<file path="src/rtl/pipelined_carry_adder_pkg.sv">
// pipelined_carry_adder_pkg: mode encodings, slice sizing and configuration legality for the pipelined adder
`define PCA_CHECK_CFG(w, s) \
  if (!pipelined_carry_adder_pkg::cfg_ok(w, s)) begin : g_bad_cfg \
    $error("pipelined_carry_adder: WIDTH must be a multiple of STAGES and 1 <= STAGES <= WIDTH"); \
  end

package pipelined_carry_adder_pkg;
  localparam logic ADD = 1'b0;
  localparam logic SUB = 1'b1;
  function automatic bit cfg_ok(int width, int stages);
    return stages >= 1 && stages <= width && width % stages == 0;
  endfunction
  function automatic int slice_width(int width, int stages);
    return stages >= 1 ? width / stages : width;
  endfunction
endpackage

</file>
<file path="src/rtl/ripple_carry_adder.sv">
// ripple_carry_adder: combinational WIDTH-bit ripple adder used as one pipeline slice
module ripple_carry_adder #(
  parameter int WIDTH = 8
) (
  input  logic [WIDTH-1:0] a,
  input  logic [WIDTH-1:0] b,
  input  logic             cin,
  output logic [WIDTH-1:0] sum,
  output logic             cout
);
  logic c;
  // carry ripples from bit 0 upward, one full adder per bit
  always_comb begin
    c = cin;
    sum = '0;
    for (int i = 0; i < WIDTH; i++) begin
      sum[i] = a[i] ^ b[i] ^ c;
      c = (a[i] & b[i]) | (c & (a[i] ^ b[i]));
    end
    cout = c;
  end
endmodule

</file>
<file path="src/rtl/pipelined_carry_adder.sv">
// pipelined_carry_adder: STAGES-deep sliced add/subtract with registered inter-slice carry and valid/ready flow control
module pipelined_carry_adder
  import pipelined_carry_adder_pkg::*;
#(
  parameter int WIDTH  = 32,
  parameter int STAGES = 4
) (
  input  logic             clk,
  input  logic             rst,
  input  logic             in_valid,
  output logic             in_ready,
  input  logic [WIDTH-1:0] a,
  input  logic [WIDTH-1:0] b,
  input  logic             cin,
  input  logic             sub,
  output logic             out_valid,
  input  logic             out_ready,
  output logic [WIDTH-1:0] sum,
  output logic             cout,
  output logic             ovf
);
  localparam int SLICE = slice_width(WIDTH, STAGES);
  localparam int LAST  = STAGES - 1;

  `PCA_CHECK_CFG(WIDTH, STAGES)

  logic             adv;
  logic [WIDTH-1:0] eb;
  logic             ec;
  logic             unused_bits;

  assign adv      = !out_valid || out_ready;
  assign in_ready = adv;
  assign eb       = sub == ADD ? b : ~b;
  assign ec       = sub == SUB ? ~cin : cin;

  for (genvar k = 0; k < STAGES; k++) begin : st
    logic             pv, pc, v, rc, c;
    logic [WIDTH-1:0] pa, pb, ps, ns, ra, rb, rs;
    logic [SLICE-1:0] s;
    if (k == 0) begin : g_src
      assign pv = in_valid;
      assign pa = a;
      assign pb = eb;
      assign ps = '0;
      assign pc = ec;
    end else begin : g_src
      assign pv = st[k-1].v;
      assign pa = st[k-1].ra;
      assign pb = st[k-1].rb;
      assign ps = st[k-1].rs;
      assign pc = st[k-1].rc;
    end
    ripple_carry_adder #(.WIDTH(SLICE)) u_rca (
      .a   (pa[k*SLICE +: SLICE]),
      .b   (pb[k*SLICE +: SLICE]),
      .cin (pc),
      .sum (s),
      .cout(c)
    );
    // splice this stage's slice into the partial result carried up from lower stages
    always_comb begin
      ns = ps;
      ns[k*SLICE +: SLICE] = s;
    end
    // stage register: every stage advances together; data only loads behind a valid op so outputs never go X
    always_ff @(posedge clk or posedge rst)
      if (rst) begin
        v  <= 1'b0;
        ra <= '0;
        rb <= '0;
        rs <= '0;
        rc <= 1'b0;
      end else if (adv) begin
        v <= pv;
        if (pv) begin
          ra <= pa;
          rb <= pb;
          rs <= ns;
          rc <= c;
        end
      end
  end

  // signed overflow registered alongside the final slice, from the operand sign bits carried down the pipe
  always_ff @(posedge clk or posedge rst)
    if (rst) ovf <= 1'b0;
    else if (adv && st[LAST].pv)
      ovf <= (st[LAST].pa[WIDTH-1] == st[LAST].pb[WIDTH-1]) && (st[LAST].s[SLICE-1] != st[LAST].pa[WIDTH-1]);

  assign out_valid   = st[LAST].v;
  assign sum         = st[LAST].rs;
  assign cout        = st[LAST].rc;
  assign unused_bits = ^{st[LAST].ra, st[LAST].rb};
endmodule

</file>
<file path="config.mk">
export PLATFORM = sky130hd
export DESIGN_NAME = pipelined_carry_adder
export DESIGN_NICKNAME = d
export VERILOG_FILES = /design/src/rtl/pipelined_carry_adder_pkg.sv /design/src/rtl/ripple_carry_adder.sv /design/src/rtl/pipelined_carry_adder.sv
export SDC_FILE = /design/constraint.sdc
export NUM_CORES = 1
export LEC_CHECK = 0
export CAP_MARGIN = 5
export CORE_ASPECT_RATIO = 1.2
export CORE_MARGIN = 1
export CORE_UTILIZATION = 50
export CTS_CLUSTER_DIAMETER = 150
export DETAILED_ROUTE_END_ITERATION = 12
export PLACE_DENSITY = 0.73
export SLEW_MARGIN = 10
export SYNTH_ARGS = -nofsm -noshare
export SYNTH_HDL_FRONTEND = slang
export SYNTH_SLANG_ARGS = --single-unit
</file>
<file path="constraint.sdc">
create_clock -name clk -period 7.8 [get_ports clk]
set_clock_uncertainty 0.2 [all_clocks]
set_input_delay 0.78 -clock clk [delete_from_list [all_inputs] [get_ports clk]]
set_output_delay 0.78 -clock clk [all_outputs]
set_load 0.01 [all_outputs]
</file>
==> impl.org <==
** Placed design
- Placed cell count :: 837
- Final GP Congestion :: 0.806
- Number of port buffers :: 105
- Post-Place Setup Slack :: 2600 ps
- The HPWL after detailed placement is 9700 um.
- In this run the cell area measured after placement is 0.00923 sq mm.

** Pwr
- IR Drop Worst-Case VDD :: 0.177 mV
- Total power :: 0.00397 W
- The internal portion of the total power is 0.00275 W.
- PwrDens :: 403 mW/mm^2
- Leakage power :: 4.23 nW
- Combinational Power Share :: 36.1%
- In this run, the clock network consumes 22.0% of the power.
- Share of total power consumed by net switching :: 30.8%
- The analysis attributes to net switching a power of 0.00122 W.
- Per report_power, the sequential group accounts for 42.0% of the total.

** Flow run
- MaxCap Viol Count :: 0

** CTS
- Post-CTS setup-driven buffer insertion count :: 0
- In this run, post-CTS repair resized a total of 0 instances.
- Number of clock sinks :: 185
- In this run the clock root is driven by a clkbuf_16.
- For this design, the CTS-stage hold fixing added 0 buffers.
- CTS H-Tree Depth :: 4
- Clock latency on the worst-skew pair :: 430 ps
- In this run, CTS created clock tree buffers numbering 17.
- Clock-pin transition on the worst setup and hold timing paths :: 60 ps
- No sink is reached through more buffers than the 2 on the longest clock path.
- TritonCTS built the clock tree.

** Timing
- Number of hold-slack violations in the final timing report :: 0
- Maximum clock frequency :: 213 MHz
- Shortest clock period the worst path allows after layout :: 4700 ps
- Setup repair after global routing left no endpoint under its margin.
- Least setup slack across all paths after layout :: 3100 ps
- Slew Limit Headroom :: 27.1%
- Setup violation total in the final timing report :: 0
- Aggregate negative setup slack :: 0 ps
- Worst Max-Slew Pin Slew :: 1090 ps
- Crit share post-route :: 60.2%
- Max Transition Viols Final :: 0

** Synth
- Synth unique cells :: 23
- Gate count after technology mapping :: 549
- Synth Flop Type :: dfrtp_1
- The number of nets handed over by synthesis was 652.
- The synthesized netlist occupies a cell area of 0.00810 sq mm.
- Share of async-settable or async-resettable flops after synthesis :: 100%
- After synthesis, flip-flops and latches occupy 57.1% of the total area.
- Yosys warnings :: 0
- In this run, synthesis produced a sequential element count of 185.
- Counting flops with a built-in enable in the synthesized netlist gives 0.
- Avg Inst Size Synth :: 14.8 sq um

** Floorplanning
- During I/O placement, the number of pins put on the boundary was 106.
- The floorplan has 50 rows.
- Core Box Area :: 0.0157 sq mm
- Total Die Area :: 0.0167 sq mm
- Once the floorplan was initialized, standard cells occupied 51.6% of the core.
- Floorplan die width :: 118 um
- In this run the vertical extent of the chip is 141 um.

** Critical path
- Arrival time worst endpoint :: 4810 ps
- STA classifies the critical path endpoint as a flop.
- Counting cells, the worst reg-to-reg path comes to 14.
- Worst flop-to-flop path startpoint :: st[2].rc
- Critical-path maximum fanout :: 17
- Startpoint class of the critical path :: input port
- The setup check on the worst reg-to-reg path leaves a slack of 3420 ps.
- At the worst endpoint, the required time is 7910 ps.
- The endpoint identified for the worst register-to-register timing path is ovf.
- The critical path is of the input port to flop type.

** Drt
- The count of nets left with antenna violations once routing finished came out at 0.
- Violation count after the first detailed-routing iteration :: 170
- The pre-antenna-repair detailed-routing pass consisted of 4 iterations.
- DRC :: 0
- Via/cell ratio :: 5.05
- Post-DR wirelength/cell :: 17.2 um
- DR vias :: 4,386
- Drt total wl :: 14,900 um

** Global route
- The initial antenna violation count was 0.
- Aggregate global routing overflow :: 0
- Largest net degree at the start of global routing :: 111
- Wire length of the first global-routing pass :: 25,300 um
- Total Routing Usage GR :: 19.8%
- The via count of the first global-routing pass came to 4,984.

** Final layout
- Share of post-route cells with drive strength above 1 :: 26.9%
- Finished Layout Cells :: 869
- The final layout contains 751 nets.
- The filler cells instantiated in the layout total 1,205.
- Antenna Cells :: 0
- The finished cells cover 0.00984 sq mm.
- Relative to the synthesized area, the layout overhead comes to 21.4%.

** Worst hold path
- Worst hold-check path type :: flop to flop
- Hold wc startpoint :: st[2].rs[16]
- Hold depth :: 1
- Hold Path End :: st[2].rs[16]

** Status
- The run finished with clean final reports.
==> worst max path at each step <==
stage / from / endpoint / slack (ps) / cells after the start
floorplan: rst / cout / 1790 / 1
global placement: sub / st[0].rs[7] / 2730 / 13
detailed placement: sub / st[0].rs[7] / 2600 / 13
CTS: sub / st[0].rs[7] / 3090 / 13
global route: sub / st[0].rs[7] / 2890 / 13
finish: sub / st[0].rs[7] / 3100 / 13
==> critical path, stage by stage <==
cell and delay, ps:
buf_2 440, buf_4 400, xor2_1 240, fa_1 210
inv_1 50, fa_1 380, fa_1 420, fa_1 390
fa_1 380, fa_1 360, inv_1 70, fa_1 410
mux2_4 270
==> power groups by stage <==
stage	Sequential [W]	Combinational [W]	Clock, W
2_1_floorplan	0.00166	0.000984	0
3_3_place_gp	0.00166	0.00141	0
3_5_place_dp	0.00169	0.00145	0
4_1_cts	0.00167	0.00147	0.000889
5_1_grt	0.00173	0.00159	0.000930
6_report	0.00166	0.00143	0.000872
==> cell families after synthesis <==
logic type                 count (synthesis)  share of synthesized area [%]
muxes                                    149                           21.6
xor gates and xnor gates                  34                           3.68
adders and majority gates                 33                           8.06
AOI/OAI and AO/OA                         63                           3.98
DFF                                      185                           57.1
buffers and inverters                     73                           4.71
and+or+nand+nor                           12                          0.834
==> cell usage after synthesis (4+ instances only) <==
library cell	n	area, sq um
mux2_1	6	67.6
fa_1	32	641
dfrtp_1	185	4630
buf_2	8	40.0
buf_6	9	101
nand3_1	4	20.0
buf_4	8	60.1
mux2_2	112	1260
a31oi_1	6	37.5
mux2_4	22	330
clkbuf_1	5	18.8
o21ai_0	7	35.0
a21oi_1	50	250
xor2_1	5	43.8
inv_1	43	161
xnor2_1	29	254
mux2i_1	9	90.1
==> cells in the final DEF (no fill, tap or decap), types with 2 or more instances in the layout <==
master	instances
a31oi_1	6
inv_1	42
clkinvlp_4	5
nand2_1	2
nand3_1	4
mux2_2	112
bufinv_16	3
clkinv_2	3
xnor2_1	29
nand2_2	3
xor2_1	5
clkdlybuf4s50_1	104
a21oi_1	50
mux2i_1	9
clkinv_4	3
fa_1	32
dfrtp_1	185
o21ai_0	7
inv_6	2
clkbuf_16	17
buf_4	5
mux2_4	22
mux2_1	6
==> sequential cells by signal, indices dropped and copies added, names as in the netlist <==
register   flops
ovf            1
st.rc          3
st.ra         48
st.rb         48
cout           1
out_valid      1
st.v           3
sum           32
st.rs         48
==> metrics by stage <==
stage | util (%) | hold slack, ps
3_3_place_gp | 58.8 | 268
3_5_place_dp | 58.8 | 280
5_1_grt | 62.6 | 309
6_report | 62.6 | 289
4_1_cts | 62.6 | 296
2_1_floorplan | - | 252
==> metal layers <==
metal	track usage (%)	wire [um]
met5	0	0
met4	6.61	170
met3	4.26	445
met2	34.0	7880
met1	24.9	6430
==> layout make-up <==
cell class | count | area [sq um] | share of cell area, %
inverter | 43 | 166 | 1.69
clock inverter | 15 | 178 | 1.81
multi-input combinational | 291 | 3090 | 31.5
sequential | 185 | 4630 | 47.1
tap | 208 | 260 | 2.65
clock buffer | 17 | 425 | 4.32
timing repair buffer | 110 | 1080 | 11.0
Power figures use the tool's default switching activity.
